**src/rtl/ray_scan_controller.sv**
```systemverilog
// Raster-order frame sequencer for generate_ray: issues SPP samples per pixel, tracks the tag/valid pipe.
// Pipe latency GEN_LATENCY advances; downstream backpressure freezes counters and pipe via gen_stall.
module ray_scan_controller #(
    parameter int H_RES       = 800,
    parameter int V_RES       = 600,
    parameter int SPP         = 4,
    parameter int GEN_LATENCY = 2
) (
    input  logic       clk,
    input  logic       rst,
    input  logic       start,
    input  logic       abort,
    input  logic       ray_ready,
    output logic [9:0] pixel_x,
    output logic [9:0] pixel_y,
    output logic       gen_stall,
    output logic       ray_valid,
    output logic [9:0] tag_x,
    output logic [9:0] tag_y,
    output logic [7:0] tag_sample,
    output logic       tag_last,
    output logic       busy,
    output logic       frame_done
);

    localparam logic [9:0] X_MAX = 10'(H_RES - 1);
    localparam logic [9:0] Y_MAX = 10'(V_RES - 1);
    localparam logic [7:0] S_MAX = 8'(SPP - 1);

    typedef enum logic [1:0] {IDLE, SCAN, DRAIN, DONE} state_t;

    typedef struct packed {
        logic       vld;
        logic [9:0] x;
        logic [9:0] y;
        logic [7:0] s;
        logic       last;
    } tag_t;

    state_t     state_q;
    tag_t       pipe_q [GEN_LATENCY];
    logic [9:0] x_q, x_d;
    logic [9:0] y_q, y_d;
    logic [7:0] s_q, s_d;
    logic       busy_q;
    logic       frame_done_q;
    logic       advance;
    logic       issue_last;
    logic       last_xfer;
    tag_t       issue;

    assign ray_valid  = pipe_q[GEN_LATENCY-1].vld;
    assign tag_x      = pipe_q[GEN_LATENCY-1].x;
    assign tag_y      = pipe_q[GEN_LATENCY-1].y;
    assign tag_sample = pipe_q[GEN_LATENCY-1].s;
    assign tag_last   = pipe_q[GEN_LATENCY-1].last;
    assign gen_stall  = ray_valid & ~ray_ready;
    assign pixel_x    = x_q;
    assign pixel_y    = y_q;
    assign busy       = busy_q;
    assign frame_done = frame_done_q;

    always_comb begin
        advance    = ~gen_stall;
        issue_last = (state_q == SCAN) && (x_q == X_MAX) && (y_q == Y_MAX) && (s_q == S_MAX);
        last_xfer  = ray_valid & ray_ready & tag_last;

        s_d = s_q + 8'd1;
        x_d = x_q;
        y_d = y_q;
        if (s_q == S_MAX) begin
            s_d = '0;
            x_d = x_q + 10'd1;
            if (x_q == X_MAX) begin
                x_d = '0;
                y_d = y_q + 10'd1;
            end
        end
        // Counters park at zero once the final sample has been issued.
        if (issue_last) begin
            x_d = '0;
            y_d = '0;
            s_d = '0;
        end

        issue.vld  = (state_q == SCAN);
        issue.x    = x_q;
        issue.y    = y_q;
        issue.s    = s_q;
        issue.last = issue_last;
    end

    always_ff @(posedge clk) begin
        if (rst || abort) begin
            state_q      <= IDLE;
            x_q          <= '0;
            y_q          <= '0;
            s_q          <= '0;
            busy_q       <= 1'b0;
            frame_done_q <= 1'b0;
            for (int i = 0; i < GEN_LATENCY; i++) begin
                pipe_q[i] <= '0;
            end
        end else begin
            frame_done_q <= 1'b0;
            if (advance) begin
                pipe_q[0] <= issue;
                for (int i = 1; i < GEN_LATENCY; i++) begin
                    pipe_q[i] <= pipe_q[i-1];
                end
            end
            case (state_q)
                IDLE: begin
                    // The frame_done cycle still belongs to the finished frame, so start is not taken there.
                    if (start && !frame_done_q) begin
                        state_q <= SCAN;
                        busy_q  <= 1'b1;
                    end
                end
                SCAN: begin
                    if (advance) begin
                        x_q <= x_d;
                        y_q <= y_d;
                        s_q <= s_d;
                        if (issue_last) begin
                            state_q <= DRAIN;
                        end
                    end
                end
                DRAIN: begin
                    if (last_xfer) begin
                        state_q <= DONE;
                        busy_q  <= 1'b0;
                    end
                end
                DONE: begin
                    state_q      <= IDLE;
                    frame_done_q <= 1'b1;
                end
                default: begin
                    state_q <= IDLE;
                    busy_q  <= 1'b0;
                end
            endcase
        end
    end

endmodule

```
**config.mk**
```make
export PLATFORM = sky130hd
export DESIGN_NAME = ray_scan_controller
export DESIGN_NICKNAME = d
export VERILOG_FILES = /design/src/rtl/ray_scan_controller.sv
export SDC_FILE = /design/constraint.sdc
export NUM_CORES = 1
export LEC_CHECK = 0
export ABC_AREA = 0
export CAP_MARGIN = 30
export CORE_MARGIN = 8
export CORE_UTILIZATION = 59
export CTS_CLUSTER_SIZE = 28
export DETAILED_ROUTE_END_ITERATION = 8
export PLACE_DENSITY = 0.84
export SLEW_MARGIN = 20
export SYNTH_ARGS = -nofsm -noshare
export SYNTH_HDL_FRONTEND = slang
export SYNTH_SLANG_ARGS = --single-unit
```
**constraint.sdc**
```tcl
create_clock -name clk -period 4.6 [get_ports clk]
set_clock_uncertainty 0.15 [all_clocks]
set_input_delay 0.92 -clock clk [delete_from_list [all_inputs] [get_ports clk]]
set_output_delay 0.92 -clock clk [all_outputs]
set_load 0.005 [all_outputs]
```
==> results.toml <==
[power_and_ir_drop]
p_leak_nw = 2.00
p_clk_frac = 0.396
peakVddDrop_v = 0.000176
p_sw_w = 0.000309
power_density_nw_per_um2 = 314
total_power_w = 0.00150
pwr-share-comb = 0.023
switching_share = 0.206
intPower_w = 0.00119
pwr-share-seq = 0.581

[timing]
timing.fmax_ghz = 0.295
rsz0062_at_grt = "no"
period_share = 0.736
fin_ws_ps = 1220
tns_ps = 0
period_needed_ps = 3380
hold_ws_ps = 373
worst_pin_slew_ps = 677
max_slew_margin = 0.549
setup_viol = 0
slew_violations = 0
hold_viol_final = 0

[die]
io_pins = 58
dieArea_um2 = 10200
die_h_um = 101
die_w_um = 101
start_util = 0.599
rows = 31
fp.coreArea_um2 = 7140

[logic_synthesis]
synth_nets = 385
yosys_warnings = 0
synthArstFlopShare = 0
synth_ff_type = "edfxtp_1"
syn_inst = 372
syn_area_um2 = 4270
syn_avg_cell_area_um2 = 11.5
seq_area_frac_synth = 0.572
netlist-cell-type-count = 42
ys_ff_latch = 92
synth_edf_count = 60

[global_route]
grt_pass1_wl_mm = 12.0
grt_max_degree = 66
grt_pass1_vias = 2406
antenna_found_initial = 0
grt_use_total = 0.149
grt-ovfl-total = 0

[route]
drt_wl_total_mm = 7.48
vias = 2629
drc_errors = 0
vias_per_cell = 5.45
first_pass_iters = 4
ant_nets = 0
wl_per_cell_um = 15.5
drt-initial-drc-count = 188

[final_layout]
layout-drive-gt1-share = 0.0836
finalNetCount = 391
antenna_cells = 0
area.growth.synth_to_final_pct = 12.1

[run]
cap_violations = 0

[placed_design]
hpwl_mm = 5.14
gp_congestion = 0.855
place_ws_ps = 1080
io_buffers = 57

[cts]
cts.sinks = 92
numCtsBuffers = 9
clkTransAtPathRegs_ps = 90
ctsHoldBuffers = 0
htreeDepth = 3
postCtsSetupRepairBufs = 0
clk-insertion-delay-late_ps = 350
post_cts_resized = 0
cts_buffer_depth = 2
cts_tree = "yes"
clockRootBuffer = "clkbuf_8"

[critical_path]
worstPathMaxFanout = 7
worstSetupStartpointType = "primary input"
slowest_stage = "clkdlybuf4s50_1"
crit_path_end_kind = "primary output"
path_common_cell = "clkdlybuf4s50_1"
crit_arrival_ps = 2310
slowest_delay_ps = 580
crit_chain = "clkdlybuf4s50_1 > nand2b_1 > inv_1 > clkdlybuf4s50_1"
critPathKind = "primary input to primary output"
cpLargestDelayFamily = "buffers and inverters"
critPathRequiredTime_ps = 3530
path_buf_inv = 3

[status]
status = "complete, no violations"

[min_path]
hold_path_class = "flip-flop to flip-flop"
-- final timing paths --
kind,to,cells after the start,slack (ps),start
max,gen_stall,4,1220,ray_ready
min,busy,2,370,busy
max reg2reg,pixel_y[5],6,2020,pipe_q[0][59]
min reg2reg,busy,2,370,busy
-- area by class of cell --
class                   count  area [µm²]
fillers                   546        2350
well taps                  99         124
multi-input cells         209        1390
flip-flops and latches     92        2440
inverters                   6        22.5
clock inverters             7        96.3
clock buffers               9         124
repair buffers             60         593
-- cell usage in the layout, fill, tap and decap left out, types with 3 or more instances in the layout --
cell,n
edfxtp_1,60
and3_1,58
clkdlybuf4s50_1,57
dfxtp_1,32
nor2_1,30
nand2_1,17
xor2_1,11
nor3_1,10
nand4_1,9
nand3_1,9
a21oi_1,9
clkbuf_8,9
ha_1,8
inv_1,6
xnor2_1,6
mux2i_1,5
nand2b_1,3
and2_1,3
inv_6,3
buf_4,3
-- worst min-delay path, delay by kind of cell (launching register included) --
family / cells / cell delay [ps]
compound gates: 2 / 160
flops: 1 / 320
-- layer usage --
metal	global-route usage	vias to the layer above	share of wire
li1	-	1298	-
met1	0.182	1223	0.42
met2	0.248	99	0.48
met3	0.0352	9	0.082
met4	0.0641	0	0.014
met5	0	-	0
-- power groups by stage --
stage	Combinational, W	Clock (W)	Sequential, W
after floorplan	0.0000225	0	0.000892
after global placement	0.0000329	0	0.000892
after detailed placement	0.0000339	0	0.000892
after CTS	0.0000340	0.000605	0.000873
after global routing	0.0000377	0.000646	0.000874
final	0.0000344	0.000595	0.000873
-- cells in the mapped netlist (9+ instances only) --
| cell type | n | area [µm²] |
|---|---|---|
| edfxtp_1 | 60 | 1800 |
| and3_1 | 58 | 363 |
| buf_4 | 49 | 368 |
| dfxtp_1 | 32 | 641 |
| nor2_1 | 31 | 116 |
| nand2_1 | 18 | 67.6 |
| clkbuf_1 | 15 | 56.3 |
| xor2_1 | 11 | 96.3 |
| nor3_1 | 10 | 50.1 |
| a21oi_1 | 9 | 45.0 |
| nand3_1 | 9 | 45.0 |
| nand4_1 | 9 | 56.3 |
-- cells by family after synthesis --
kind of cell    after synthesis  share of synthesized area
simple gates                161                      0.225
flops                        92                      0.572
buf+inv                      71                      0.106
compound gates               18                     0.0272
xor+xnor                     17                     0.0348
fa+ha+maj                     8                     0.0234
mux                           5                     0.0117
-- registers in the layout, summed over array words and instances, names as in the netlist --
| signal | count |
|---|---|
| state_q | 2 |
| busy | 1 |
| pixel_y | 10 |
| frame_done | 1 |
| s_q | 8 |
| pipe_q | 60 |
| pixel_x | 10 |
-- metrics by stage --
stage / cell area (µm²) / utilization / cells
finish: 4790 / 0.671 / 482
CTS: 4790 / 0.671 / 482
detailed placement: 4570 / 0.640 / 466
floorplan: 4270 / - / 372
global placement: 4570 / 0.640 / 466
global route: 4790 / 0.671 / 482
Note: power is estimated with default switching activity, not from simulation.
